File: src/rtl/seq_mult_pkg.sv
// Shared definitions for the sequential shift-add multiplier:
// FSM state encoding and the parameter sanity check.
package seq_mult_pkg;

  localparam logic [1:0] ST_IDLE = 2'd0;
  localparam logic [1:0] ST_BUSY = 2'd1;
  localparam logic [1:0] ST_DONE = 2'd2;

  function automatic bit widths_ok(input int width, input int out_width);
    return (width >= 2) && (out_width >= 2 * width);
  endfunction

endpackage

File: src/rtl/mult_abs_neg.sv
// Combinational conditional two's-complement negate: either magnitude of a
// signed value (take_abs) or an explicit sign flip (negate).
module mult_abs_neg #(
  parameter int W = 8
) (
  input  logic [W-1:0] x,
  input  logic         take_abs,
  input  logic         negate,
  output logic [W-1:0] y
);

  logic flip;

  // |-2^(W-1)| wraps back to the same bit pattern, which is the correct
  // unsigned magnitude, so no extra width is needed.
  always_comb begin
    flip = take_abs ? x[W-1] : negate;
    y    = flip ? (~x + W'(1)) : x;
  end

endmodule

File: src/rtl/seq_multiplier.sv
// Iterative radix-2 shift-add multiplier with valid/ready handshakes,
// per-transaction signed mode and optional early exit on zero multiplier.
//
// state   | meaning
// IDLE    | waiting for operands, in_ready high
// BUSY    | one shift-add iteration per clock
// DONE    | product held in oval until out_ready
module seq_multiplier
  import seq_mult_pkg::*;
#(
  parameter int WIDTH      = 8,
  parameter int OUT_WIDTH  = 32,
  parameter bit EARLY_EXIT = 1'b1
) (
  input  logic                 clk,
  input  logic                 reset,
  input  logic                 in_valid,
  output logic                 in_ready,
  input  logic                 signed_mode,
  input  logic [WIDTH-1:0]     lop,
  input  logic [WIDTH-1:0]     rop,
  output logic                 out_valid,
  input  logic                 out_ready,
  output logic [OUT_WIDTH-1:0] oval,
  output logic                 busy
);

  localparam int PW = 2 * WIDTH;
  localparam int CW = $clog2(WIDTH) + 1;

  if (!widths_ok(WIDTH, OUT_WIDTH)) begin : g_bad_width
    $error("seq_multiplier: need WIDTH >= 2 and OUT_WIDTH >= 2*WIDTH");
  end

  logic [1:0]           state_q, state_d;
  logic [PW-1:0]        acc_q, acc_d;
  logic [PW-1:0]        mcand_q, mcand_d;
  logic [WIDTH-1:0]     mplier_q, mplier_d;
  logic [CW-1:0]        count_q, count_d;
  logic                 neg_q, neg_d;
  logic [OUT_WIDTH-1:0] oval_q, oval_d;

  logic [WIDTH-1:0]     lop_mag, rop_mag, mplier_shift;
  logic [PW-1:0]        acc_sum;
  logic [OUT_WIDTH-1:0] res_val;
  logic                 finish;

  mult_abs_neg #(.W(WIDTH)) u_lop_abs (
    .x(lop), .take_abs(signed_mode), .negate(1'b0), .y(lop_mag)
  );

  mult_abs_neg #(.W(WIDTH)) u_rop_abs (
    .x(rop), .take_abs(signed_mode), .negate(1'b0), .y(rop_mag)
  );

  mult_abs_neg #(.W(OUT_WIDTH)) u_res_neg (
    .x(OUT_WIDTH'(acc_sum)), .take_abs(1'b0), .negate(neg_q), .y(res_val)
  );

  assign acc_sum      = mplier_q[0] ? (acc_q + mcand_q) : acc_q;
  assign mplier_shift = mplier_q >> 1;
  assign finish       = (count_q == CW'(WIDTH - 1)) ||
                        (EARLY_EXIT && (mplier_shift == '0));

  always_comb begin
    state_d  = state_q;
    acc_d    = acc_q;
    mcand_d  = mcand_q;
    mplier_d = mplier_q;
    count_d  = count_q;
    neg_d    = neg_q;
    oval_d   = oval_q;
    case (state_q)
      ST_IDLE: begin
        if (in_valid) begin
          mcand_d  = PW'(lop_mag);
          mplier_d = rop_mag;
          neg_d    = signed_mode & (lop[WIDTH-1] ^ rop[WIDTH-1]);
          acc_d    = '0;
          count_d  = '0;
          state_d  = ST_BUSY;
        end
      end
      ST_BUSY: begin
        acc_d    = acc_sum;
        mcand_d  = mcand_q << 1;
        mplier_d = mplier_shift;
        count_d  = count_q + CW'(1);
        if (finish) begin
          oval_d  = res_val;
          state_d = ST_DONE;
        end
      end
      ST_DONE: begin
        if (out_ready) state_d = ST_IDLE;
      end
      default: state_d = ST_IDLE;
    endcase
  end

  always_ff @(posedge clk) begin
    if (reset) begin
      state_q  <= ST_IDLE;
      acc_q    <= '0;
      mcand_q  <= '0;
      mplier_q <= '0;
      count_q  <= '0;
      neg_q    <= 1'b0;
      oval_q   <= '0;
    end else begin
      state_q  <= state_d;
      acc_q    <= acc_d;
      mcand_q  <= mcand_d;
      mplier_q <= mplier_d;
      count_q  <= count_d;
      neg_q    <= neg_d;
      oval_q   <= oval_d;
    end
  end

  assign in_ready  = (state_q == ST_IDLE);
  assign busy      = (state_q == ST_BUSY);
  assign out_valid = (state_q == ST_DONE);
  assign oval      = oval_q;

endmodule

File: config.mk
export PLATFORM = sky130hd
export DESIGN_NAME = seq_multiplier
export DESIGN_NICKNAME = d
export VERILOG_FILES = /design/src/rtl/seq_mult_pkg.sv /design/src/rtl/mult_abs_neg.sv /design/src/rtl/seq_multiplier.sv
export SDC_FILE = /design/constraint.sdc
export NUM_CORES = 1
export LEC_CHECK = 0
export CAP_MARGIN = 20
export CORE_AREA = 2 2 116 118
export CTS_BUF_LIST = sky130_fd_sc_hd__clkbuf_4 sky130_fd_sc_hd__clkbuf_8 sky130_fd_sc_hd__clkbuf_16
export CTS_CLUSTER_DIAMETER = 120
export CTS_CLUSTER_SIZE = 16
export DETAILED_ROUTE_END_ITERATION = 10
export DIE_AREA = 0 0 118 120
export PLACE_DENSITY = 0.7
export SETUP_SLACK_MARGIN = 0.05
export SLEW_MARGIN = 10
export SYNTH_ARGS = -nofsm -noshare
export SYNTH_HDL_FRONTEND = slang
export SYNTH_HIERARCHICAL = 1
export SYNTH_SLANG_ARGS = --single-unit
File: constraint.sdc
create_clock -name clk -period 4.2 [get_ports clk]
set_input_delay 1.05 -clock clk [delete_from_list [all_inputs] [get_ports clk]]
set_output_delay 1.05 -clock clk [all_outputs]
set_load 0.01 [all_outputs]
Word-level counts from Yosys, hierarchy flattened
Index checks and enable logic that the tools add are counted.
{ "classes": {"addsub": 5, "n_eq_ne": 6, "mux": 18, "bitwise": 5, "reduce_logical": 8} }
{ "op_table": {"columns": ["cell", "count"], "rows": [
  ["$pmux W16 S2", 2],
  ["$mux W16", 3],
  ["$add A32 B1 Y32 const B", 1],
  ["$mux W32", 1],
  ["$not A16 Y32", 1],
  ["$mux W8", 3],
  ["$add A16 B16 Y16", 1],
  ["$add A8 B1 Y8 const B", 2],
  ["$not A8 Y8", 2],
  ["$pmux W8 S2", 1],
  ["$logic_not A8 Y1", 1],
  ["$pmux W4 S2", 1],
  ["$mux W2", 3],
  ["$pmux W2 S3", 1],
  ["$reduce_and A2 Y1", 3],
  ["$add A4 B1 Y4 const B", 1],
  ["$eq A4 B3 Y1 const B", 1],
  ["$mux W4", 1],
  ["$ne A2 B1 Y1 const B", 2],
  ["$reduce_and A3 Y1", 1],
  ["$eq A2 B1 Y1 const B", 1],
  ["$eq A2 B2 Y1 const B", 1],
  ["$logic_not A2 Y1", 1],
  ["$mux W1", 2],
  ["other kinds (5)", 5]
]} }
{ "word_totals": {"regBits": 79, "inputBits": 21, "output_inout_bits": 35, "word_cells": 49} }

Logic depth before layout (Yosys ltp)
Gate-level depths: netlist of the first run.
{ "depth": {"depth_word": 5, "depth_mapped": 14} }

Modules after synthesis
Netlist of the first run, hierarchy kept.
{ "modules_own_cells": {"columns": ["mod", "n_inst", "cells_each", "area_per_inst_um2", "seq_area_each_um2"], "rows": [
  ["seq_multiplier", 1, 498, 3963.8, 1581.5],
  ["mult_abs_neg (u_res_neg)", 1, 108, 793.3, 0.0],
  ["mult_abs_neg (u_lop_abs ...)", 2, 24, 165.2, 0.0]
]} }

Least setup slack after synthesis of the first run
Ideal clock, no wire load.
{ "synth_path": {"kind": "register to register", "start": "register acc_q[0]", "end": "register oval_q[31] (netlist: oval[31])", "setup_time_ns": 0.132, "arrival_ns": 3.226, "t_required_ns": 4.068, "slack_ns": 0.842, "path_stages_with_launch": 15, "n_path_buf": 0, "period_less_slack_ns": 3.358, "cell_sequence": "dfxtp_1 -> ha_1 -> fa_1 -> a21oi_1 -> o211ai_1 -> nand2_1 -> a31oi_1 -> xor2_1 -> mux2_2 -> or4_4 -> nor4_2 -> a31oi_1 -> xor2_1 -> nand2_1 -> a21oi_1"} }
{ "synth_via": {"elab_chain_len": 5} }
{ "synth_rtl": {"columns": ["item", "line", "text"], "rows": [
  ["start, declared", "seq_multiplier.sv:36", "logic [PW-1:0] acc_q, acc_d;"],
  ["start signal, assigned", "seq_multiplier.sv:104", "acc_q <= '0;"],
  ["start signal, assigned", "seq_multiplier.sv:112", "acc_q <= acc_d;"],
  ["$add A16 B16 Y16", "seq_multiplier.sv:60", "assign acc_sum = mplier_q[0] ? (acc_q + mcand_q) : acc_q;"],
  ["$mux W16", "seq_multiplier.sv:60", null],
  ["named net acc_sum[10]", "seq_multiplier.sv:44", "logic [PW-1:0] acc_sum;"],
  ["$not A16 Y32", "mult_abs_neg.sv:18", "y = flip ? (~x + W'(1)) : x;"],
  ["$add A32 B1 Y32", "mult_abs_neg.sv:18", null],
  ["$mux W32", "mult_abs_neg.sv:18", null],
  ["named net res_val[31]", "seq_multiplier.sv:45", "logic [OUT_WIDTH-1:0] res_val;"],
  ["end signal, assigned", "seq_multiplier.sv:117", "oval_q <= oval_d;"],
  ["end, declared", "seq_multiplier.sv:41", "logic [OUT_WIDTH-1:0] oval_q, oval_d;"]
]} }
The timed path passes the listed nets, and every way through them passes these cells.
A chain may end at the register's enable or synchronous reset.

Worst setup path in the final report of the first run
{ "layout_path": {"start": "register acc_q[0]", "end": "register oval_q[14] (netlist: oval[14])"} }
The elaborated chain is that of the path after synthesis.

==> out/qor.yml, run 1 <==
vias: 4650
fin_util_pct: 48.16
io-pin-count: 56
dp.cells: 909
ys.flop_type: "dfxtp_1"
routed_wirelength_mm: 12.07
wl_met2_mm: 5.511
cts_setup_buffers: 0
grt_max_degree: 64
ys_seq_area_share_pct: 31.09
cellInternalPower_mw: 1.489
dpl_cell_area_sq_um: 5951
num_rows: 42
ys_types: 65
power_frac_comb_pct: 25.4
die_area_sq_um: 14160
place_congestion: 0.9954
clk_pin_slew_worst_paths_ns: 0.06
met3_length_um: 552
skew_ns: 0.009495
area.growth.synth_to_final_pct: 22.87
dp_slack_ns: 0.4122
crit_arrival_ns: 4.07
crit_path_end_kind: "register"
insertion_delay_ns: 0.35
synth_top_area_cell: "dfxtp_1"
layout-drive-gt1-share_pct: 8.411
grt_usage_pct: 17.60
synth_edf_count: 0
power_switching_uw: 678.1
fin_cells: 925
design_area_sq_um: 6251
cts_tree: "done"
clock_power_share_pct: 35.7
status: "completed"
synth_area_sq_um: 5087
coreArea_sq_um: 12980
synth-warning-count: 6
total_power_mw: 2.167
die_h_um: 120
avgRoutedWirePerCell_um: 13.05
first_pass_iters: 4
m1WireLength_mm: 5.837
ir_drop_uv: 242.9
initial_core_util_pct: 39.19
grt_pass1_wl_mm: 20.39
powerDensity_nw_per_um2: 346.7
finalMaxSlewViolations: 0
crit_type: "register to register"
drtIter0Drc: 251
topRoutingLayerUsed: "met4"
required_ns: 4.46
grt_pass1_vias: 4247
synth_area_leaders: "dfxtp_1 (31%), nand2_1 (9.1%), a21oi_1 (8.3%), xor2_1 (5.7%), ha_1 (4.7%)"
async_reset_ff_share_pct: 0
cp-start-kind: "register"
synthDominantCellAreaShare_pct: 31.09
worst_pin_slew_ns: 0.9001
leakage_nw: 2.488
min_period_ns: 3.809
seq_power_share_pct: 38.9
drtAntennaViolNets: 0
postCtsResizedCells: 0
relSlewSlack_pct: 39.91
avgViaCountPerCell: 5.027
worst-path-max-fanout: 8
netSwitchingFraction_pct: 31.29
post-route-period-util_pct: 90.70
postCtsHoldBufs: 0
max_clock_freq_ghz: 0.2625
path_cells: "ha_1, fa_1, a21oi_1, o21ai_0, a211oi_1, a21oi_1, mux2_2, or4_1, nor4_4, a21oi_1, xor2_1, nand2_1, a21oi_1"
numCtsBuffers: 9
io_buffers: 55
clock-sinks: 79
grt-ovfl-total: 0
hold_viol: 0
cp_slowest_cell: "or4_1"
cpPeakStageDelay_ns: 0.74
ctsRootBufferMaster: "clkbuf_16"
cts_buffer_depth: 2
finalSetupTns_ns: 0
syn_inst: 654
finalSetupViolations: 0
cpMostUsedCell: "a21oi_1"
diodes: 0
die_w_um: 118
rsz0062_at_grt: "no"
min_path_type: "register to register"
route.detailed.drc: 0
grt_antenna_before_repair: 0
synth_seq_cells: 79
worst_slack_ns: 0.3905
dp_hpwl_mm: 8.813
cap_violations: 0
syn_avg_cell_area_sq_um: 7.779
nets: 785
holdWs_ns: 0.4526
htree_levels: 3
[layout make-up]
cell class | instances | area (sq um)
fill | 1326 | 6729
timing repair buffer | 64 | 613.1
inverter | 19 | 71.32
tap | 176 | 220.2
multi-input combinational | 571 | 3465
sequential | 79 | 1582
clock inverter | 2 | 12.51
clock buffer | 14 | 287.8
[routing by layer]
layer	global-route usage, %	vias to the layer above
met3	3.897	13
met2	28.16	98
met4	4.292	0
li1	-	2426
met1	24.11	2113
met5	0	-
[final timing paths]
| kind | slack (ns) | end | depth (start not counted) | startpoint |
|---|---|---|---|---|
| max | 0.39 | oval[14] | 13 | acc_q[0] |
| min | 0.45 | oval[6] | 2 | oval[6] |
| max reg2reg | 0.39 | oval[14] | 13 | acc_q[0] |
| min reg2reg | 0.45 | oval[6] | 2 | oval[6] |
[cell usage in the layout (no fill, tap or decap), drive strengths merged, types with 6 or more instances in the layout]
| cell type | count |
|---|---|
| nand3 | 26 |
| mux2 | 16 |
| clkdlybuf4s50 | 54 |
| a31oi | 18 |
| dfxtp | 79 |
| nor3 | 9 |
| a311oi | 15 |
| or4 | 6 |
| ha | 19 |
| a21oi | 85 |
| clkbuf | 14 |
| o21ai | 15 |
| nor4 | 9 |
| xnor2 | 22 |
| nor2 | 53 |
| inv | 19 |
| xor2 | 33 |
| buf | 10 |
| a22o | 6 |
| conb | 57 |
| nand2 | 124 |
[power by group through the flow]
| stage | Sequential [mW] | Combinational, mW | Clock (mW) |
|---|---|---|---|
| 6_report | 0.842 | 0.551 | 0.774 |
| 5_1_grt | 0.850 | 0.610 | 0.822 |
| 4_1_cts | 0.842 | 0.549 | 0.790 |
| 3_5_place_dp | 0.859 | 0.545 | 0 |
| 3_3_place_gp | 0.859 | 0.541 | 0 |
| 2_1_floorplan | 0.845 | 0.407 | 0 |
[cells by family after synthesis]
logic type	after synthesis	synth area share, %
XOR/XNOR	55	9.469
AO/OA/AOI/OAI	167	21.69
buffers and inverters	60	4.992
other	1	0.07371
adder cells (fa/ha/maj)	20	5.066
AND/OR/NAND/NOR	253	23.19
multiplexers	19	4.427
flip-flops	79	31.09
[Yosys cell counts (all sizes together), types with 15 or more instances]
cell type / count
clkbuf: 26
dfxtp: 79
buf: 15
a21oi: 85
inv: 19
a311oi: 15
o21ai: 15
ha: 19
a31oi: 18
mux2: 16
xnor2: 22
nand3: 26
nand2: 124
xor2: 33
nor2: 53
[state kept, by name, indices dropped and copies added (netlist names)]
register / count
mplier_q: 8
count_q: 4
acc_q: 16
neg_q: 1
mcand_q: 16
state_q: 2
oval: 32
[worst max-delay path, delay by kind of cell (launching register included)]
| kind | cells | cell delay (ns) |
|---|---|---|
| and+or+nand+nor | 3 | 1.33 |
| muxes | 1 | 0.31 |
| xor gates and xnor gates | 1 | 0.18 |
| AOI/OAI and AO/OA | 6 | 0.92 |
| DFF | 1 | 0.33 |
| adders and majority gates | 2 | 0.66 |
No activity file was read; power rests on OpenSTA's default activity.
==> run 2, diff against run 1 <==
--- a/config.mk
+++ b/config.mk
@@ -12,6 +12,7 @@
 export CTS_CLUSTER_SIZE = 16
 export DETAILED_ROUTE_END_ITERATION = 10
 export DIE_AREA = 0 0 118 120
+export GPL_TIMING_DRIVEN = 0
 export PLACE_DENSITY = 0.7
 export SETUP_SLACK_MARGIN = 0.05
 export SLEW_MARGIN = 10
==> out/qor.yml, run 2 (same netlist as run 1, synthesis figures left out) <==
r2r_slack_ns: 0.35
die_w_um: 118
crit_type: "register to register"
io_buffers: 54
crit_path_end_kind: "register"
diodes: 0
route.detailed.drc: 0
htree_levels: 3
first_pass_iters: 4
finalMaxSlewViolations: 0
avgViaCountPerCell: 5.035
ir_drop_uv: 171.7
clk_pin_slew_worst_paths_ns: 0.06
place_congestion: 0.9192
r2r_cells: 14
rsz0062_at_grt: "no"
hold_viol: 0
leakage_nw: 2.544
multi_input_area_sq_um: 3462
crit_start: "mcand_q[0]"
worst-path-max-fanout: 8
cellInternalPower_mw: 1.550
layout-drive-gt1-share_pct: 8.205
cts_buffer_depth: 2
max_clock_freq_ghz: 0.2594
clock_power_share_pct: 37.7
required_ns: 4.41
skew_ns: 0.008908
finalSetupViolations: 0
min_period_ns: 3.855
grt_pass1_vias: 4346
worst_pin_slew_ns: 0.6526
largest_reg_flops: 32
ctsRootBufferMaster: "clkbuf_16"
crit_arrival_ns: 4.07
relSlewSlack_pct: 56.49
postCtsResizedCells: 0
r2r_start: "mcand_q[0]"
cts_tree: "done"
vias: 4813
grt_pass1_wl_mm: 21.27
ff_latch_area_sq_um: 1582
cp-start-kind: "register"
seq_power_share_pct: 36.7
layout_commonest_cell: "nand2_1"
io-pin-count: 56
r2r_end: "oval[28]"
layout_common_cells: "nand2_1 (124), a21oi_1 (84), dfxtp_1 (79)"
postCtsHoldBufs: 0
min_path_type: "register to register"
power_frac_comb_pct: 25.6
cts_setup_buffers: 0
routed_wirelength_mm: 12.94
clock-sinks: 79
design_area_sq_um: 6379
grt_max_degree: 15
n_fill_cell: 1313
insertion_delay_ns: 0.34
initial_core_util_pct: 39.19
drtAntennaViolNets: 0
grt-ovfl-total: 0
dp_hpwl_mm: 9.819
coreArea_sq_um: 12980
power_switching_uw: 719.6
status: "completed"
critPathCapture: "oval[28]"
grt_usage_pct: 18.51
nets: 816
netSwitchingFraction_pct: 31.70
num_rows: 42
die_area_sq_um: 14160
area.growth.synth_to_final_pct: 25.38
grt_antenna_before_repair: 0
avgRoutedWirePerCell_um: 13.53
dpl_cell_area_sq_um: 6058
powerDensity_nw_per_um2: 355.9
die_h_um: 120
finalSetupTns_ns: 0
cap_violations: 0
drtIter0Drc: 300
numCtsBuffers: 9
post-route-period-util_pct: 91.78
-- run 2: area by class of cell --
type	instances	share of cell area, %
Sequential cell	79	24.79
Timing Repair Buffer	54	8.474
Multi-Input combinational cell	571	54.28
Inverter	19	1.118
Tap cell	176	3.452
Buffer	41	2.864
Clock inverter	7	1.491
Clock buffer	9	3.531
-- run 2: critical path, stage by stage, from the launching register on --
cell,delay (ns)
dfxtp_1,0.34
ha_1,0.23
fa_1,0.43
a21oi_1,0.20
o211ai_1,0.21
nand2_1,0.15
a31oi_1,0.10
xor2_1,0.17
mux2_2,0.34
or4_4,0.63
nor4_4,0.39
a31oi_1,0.23
xor2_1,0.19
nand2_1,0.07
a21oi_1,0.06
-- run 2: how the worst min path moves through the flow --
stage | cells past startpoint | slack, ns | from | to
2_1_floorplan | 1 | 0.44 | count_q[3] | count_q[3]
3_3_place_gp | 2 | 0.45 | oval[6] | oval[6]
3_5_place_dp | 2 | 0.45 | oval[20] | oval[20]
4_1_cts | 2 | 0.45 | oval[20] | oval[20]
5_1_grt | 2 | 0.47 | oval[29] | oval[29]
6_report | 2 | 0.45 | oval[20] | oval[20]
-- run 2: through the flow --
stage | instances | power [mW] | hold slack, ns | setup slack [ns] | util (%)
2_1_floorplan | 710 | 1.252 | 0.4375 | 0.8422 | -
3_3_place_gp | 940 | 1.421 | 0.4455 | 0.3851 | 46.67
4_1_cts | 956 | 2.275 | 0.4547 | 0.3300 | 49.14
6_report | 956 | 2.270 | 0.4539 | 0.3452 | 49.14
3_5_place_dp | 940 | 1.423 | 0.4461 | 0.3430 | 46.67
5_1_grt | 956 | 2.371 | 0.4708 | 0.05227 | 49.14
-- run 2: routing by layer --
layer | up-vias | global-route usage [%] | share of wire (%)
li1 | 2495 | - | -
met1 | 2176 | 24.96 | 48
met2 | 118 | 29.47 | 45
met3 | 24 | 2.947 | 4.1
met4 | 0 | 7.681 | 2.5
met5 | - | 0 | 0
-- run 2: power by group through the flow --
stage | Combinational (mW) | Clock [mW] | Sequential [mW]
2_1_floorplan | 0.407 | 0 | 0.845
3_3_place_gp | 0.573 | 0 | 0.848
3_5_place_dp | 0.575 | 0 | 0.849
4_1_cts | 0.577 | 0.866 | 0.833
5_1_grt | 0.641 | 0.893 | 0.838
6_report | 0.581 | 0.856 | 0.833
==> run 3, diff against run 2 <==
--- a/config.mk
+++ b/config.mk
@@ -6,14 +6,16 @@
 export NUM_CORES = 1
 export LEC_CHECK = 0
 export CAP_MARGIN = 20
-export CORE_AREA = 2 2 116 118
+export CELL_PAD_IN_SITES_DETAIL_PLACEMENT = 1
+export CELL_PAD_IN_SITES_GLOBAL_PLACEMENT = 1
+export CORE_AREA = 2 2 118 120
 export CTS_BUF_LIST = sky130_fd_sc_hd__clkbuf_4 sky130_fd_sc_hd__clkbuf_8 sky130_fd_sc_hd__clkbuf_16
 export CTS_CLUSTER_DIAMETER = 120
 export CTS_CLUSTER_SIZE = 16
 export DETAILED_ROUTE_END_ITERATION = 10
-export DIE_AREA = 0 0 118 120
+export DIE_AREA = 0 0 120 122
 export GPL_TIMING_DRIVEN = 0
-export PLACE_DENSITY = 0.7
+export PLACE_DENSITY = 0.88
 export SETUP_SLACK_MARGIN = 0.05
 export SLEW_MARGIN = 10
 export SYNTH_ARGS = -nofsm -noshare
==> constraint.sdc (replaced) <==
create_clock -name clk -period 3.1 [get_ports clk]
set_input_delay 0.775 -clock clk [delete_from_list [all_inputs] [get_ports clk]]
set_output_delay 0.775 -clock clk [all_outputs]
set_load 0.01 [all_outputs]
==> out/qor.yml, run 3 (same netlist as run 1, synthesis figures left out) <==
ff_latch_area_sq_um: 1588
drtAntennaViolNets: 0
vias: 5590
dp_hpwl_mm: 11.47
crit_arrival_ns: 4.04
grt_max_degree: 14
post-route-period-util_pct: 123.7
routed_wirelength_mm: 20.32
worst_pin_slew_ns: 0.9283
ctsRootBufferMaster: "clkbuf_16"
io_buffers: 54
grt-ovfl-total: 0
numCtsBuffers: 9
ir_drop_uv: 273.0
power_switching_mw: 1.151
powerDensity_nw_per_um2: 476.0
num_rows: 43
layout-drive-gt1-share_pct: 21.05
die_h_um: 122
clock_power_share_pct: 35.5
power_frac_comb_pct: 31.9
htree_levels: 3
io-pin-count: 56
max_clock_freq_ghz: 0.2607
avgRoutedWirePerCell_um: 20.00
worst-path-max-fanout: 4
avgViaCountPerCell: 5.502
crit_start: "mcand_q[0]"
status: "finished, violations left"
worst_slack_ns: -0.7355
insertion_delay_ns: 0.35
grt_pass1_wl_mm: 31.78
required_ns: 3.31
drtIter0Drc: 401
cap_violations: 0
crit_path_end_kind: "register"
clk_pin_slew_worst_paths_ns: 0.06
min_period_ns: 3.835
finalSetupTns_ns: -14.18
cts_tree: "done"
die_area_sq_um: 14640
die_w_um: 120
clock-sinks: 79
route.detailed.drc: 0
first_pass_iters: 5
min_path_type: "register to register"
rsz0062_at_grt: "yes"
multi_input_area_sq_um: 3830
finalMaxSlewViolations: 0
r2r_start: "mcand_q[0]"
largest_reg_flops: 32
min_from: "oval[15]"
coreArea_sq_um: 13500
dpl_cell_area_sq_um: 6190
area.growth.synth_to_final_pct: 44.05
grt_antenna_before_repair: 0
skew_ns: 0.005236
relSlewSlack_pct: 38.11
cp-start-kind: "register"
n_fill_cell: 1627
leakage_nw: 2.927
nets: 873
design_area_sq_um: 7328
diodes: 0
violations: "negative setup slack"
grt_usage_pct: 28.06
place_congestion: 0.8440
grt_pass1_vias: 5987
initial_core_util_pct: 37.67
layout_common_cells: "nand2_1 (124), dfxtp_1 (74), a21oi_1 (69)"
cellInternalPower_mw: 2.337
hold_viol: 0
layout_commonest_cell: "nand2_1"
postCtsHoldBufs: 0
cts_buffer_depth: 2
seq_power_share_pct: 32.6
crit_type: "register to register"
netSwitchingFraction_pct: 32.99
finalSetupViolations: 26
run 3: per-stage QoR:
stage / setup slack (ns) / power [mW] / utilization, % / hold WS (ns) / std cells
global placement: -0.5309 / 1.956 / 45.84 / 0.4446 / 944
detailed placement: -0.6287 / 1.978 / 45.84 / 0.4494 / 944
global route: -0.7598 / 3.619 / 54.27 / 0.4722 / 1016
finish: -0.7355 / 3.488 / 54.27 / 0.4542 / 1016
floorplan: -0.1376 / 1.722 / - / 0.4375 / 710
CTS: -0.4119 / 3.381 / 53.20 / 0.4572 / 1009
run 3: repair_timing:
| action | in CTS | in global routing |
|---|---|---|
| resized for setup | 65 | 19 |
| pin swaps | 31 | 20 |
| endpoints found under the setup margin | 25 | 29 |
| buffers inserted | 51 | 7 |
run 3: worst max-delay path, cell delays in order (launching register included):
cell	delay, ns
dfxtp_2	0.34
ha_4	0.17
fa_2	0.38
a21oi_4	0.16
o211ai_1	0.21
nand2_1	0.18
a31oi_2	0.10
xor2_1	0.19
mux2_4	0.28
or4_4	0.59
buf_12	0.17
nor4_4	0.32
a31oi_1	0.17
xor2_1	0.20
nand2_1	0.11
a21oi_1	0.10
run 3: layout make-up:
| cell class | instances | share of cell area, % |
|---|---|---|
| Multi-Input combinational cell | 571 | 52.26 |
| Sequential cell | 79 | 21.67 |
| Timing Repair Buffer | 112 | 14.77 |
| Clock buffer | 9 | 3.073 |
| Tap cell | 180 | 3.073 |
| Buffer | 40 | 2.698 |
| Clock inverter | 6 | 1.485 |
| Inverter | 19 | 0.9732 |
run 3: routing by layer:
| metal | vias up | share of wire [%] | global-route usage (%) | wire length [um] |
|---|---|---|---|---|
| met3 | 72 | 3.4 | 4.401 | 692 |
| met5 | - | 0 | 0 | 0 |
| met2 | 176 | 53 | 52.24 | 10680 |
| li1 | 2607 | - | - | - |
| met1 | 2735 | 40 | 30.15 | 8045 |
| met4 | 0 | 4.4 | 15.74 | 900 |
run 3: power groups by stage:
stage	clock (mW)	sequential [mW]	combinational, mW
5_1_grt	1.29	1.14	1.19
3_5_place_dp	0	1.16	0.823
2_1_floorplan	0	1.15	0.573
6_report	1.24	1.14	1.11
3_3_place_gp	0	1.15	0.805
4_1_cts	1.24	1.13	1.01
run 3: final timing paths:
| check | to | slack, ns | cells past startpoint |
|---|---|---|---|
| worst max-delay path | oval[29] | -0.74 | 15 |
| worst min-delay path | oval[15] | 0.45 | 2 |
| worst max register to register | oval[29] | -0.74 | 15 |
| worst min register to register | oval[15] | 0.45 | 2 |
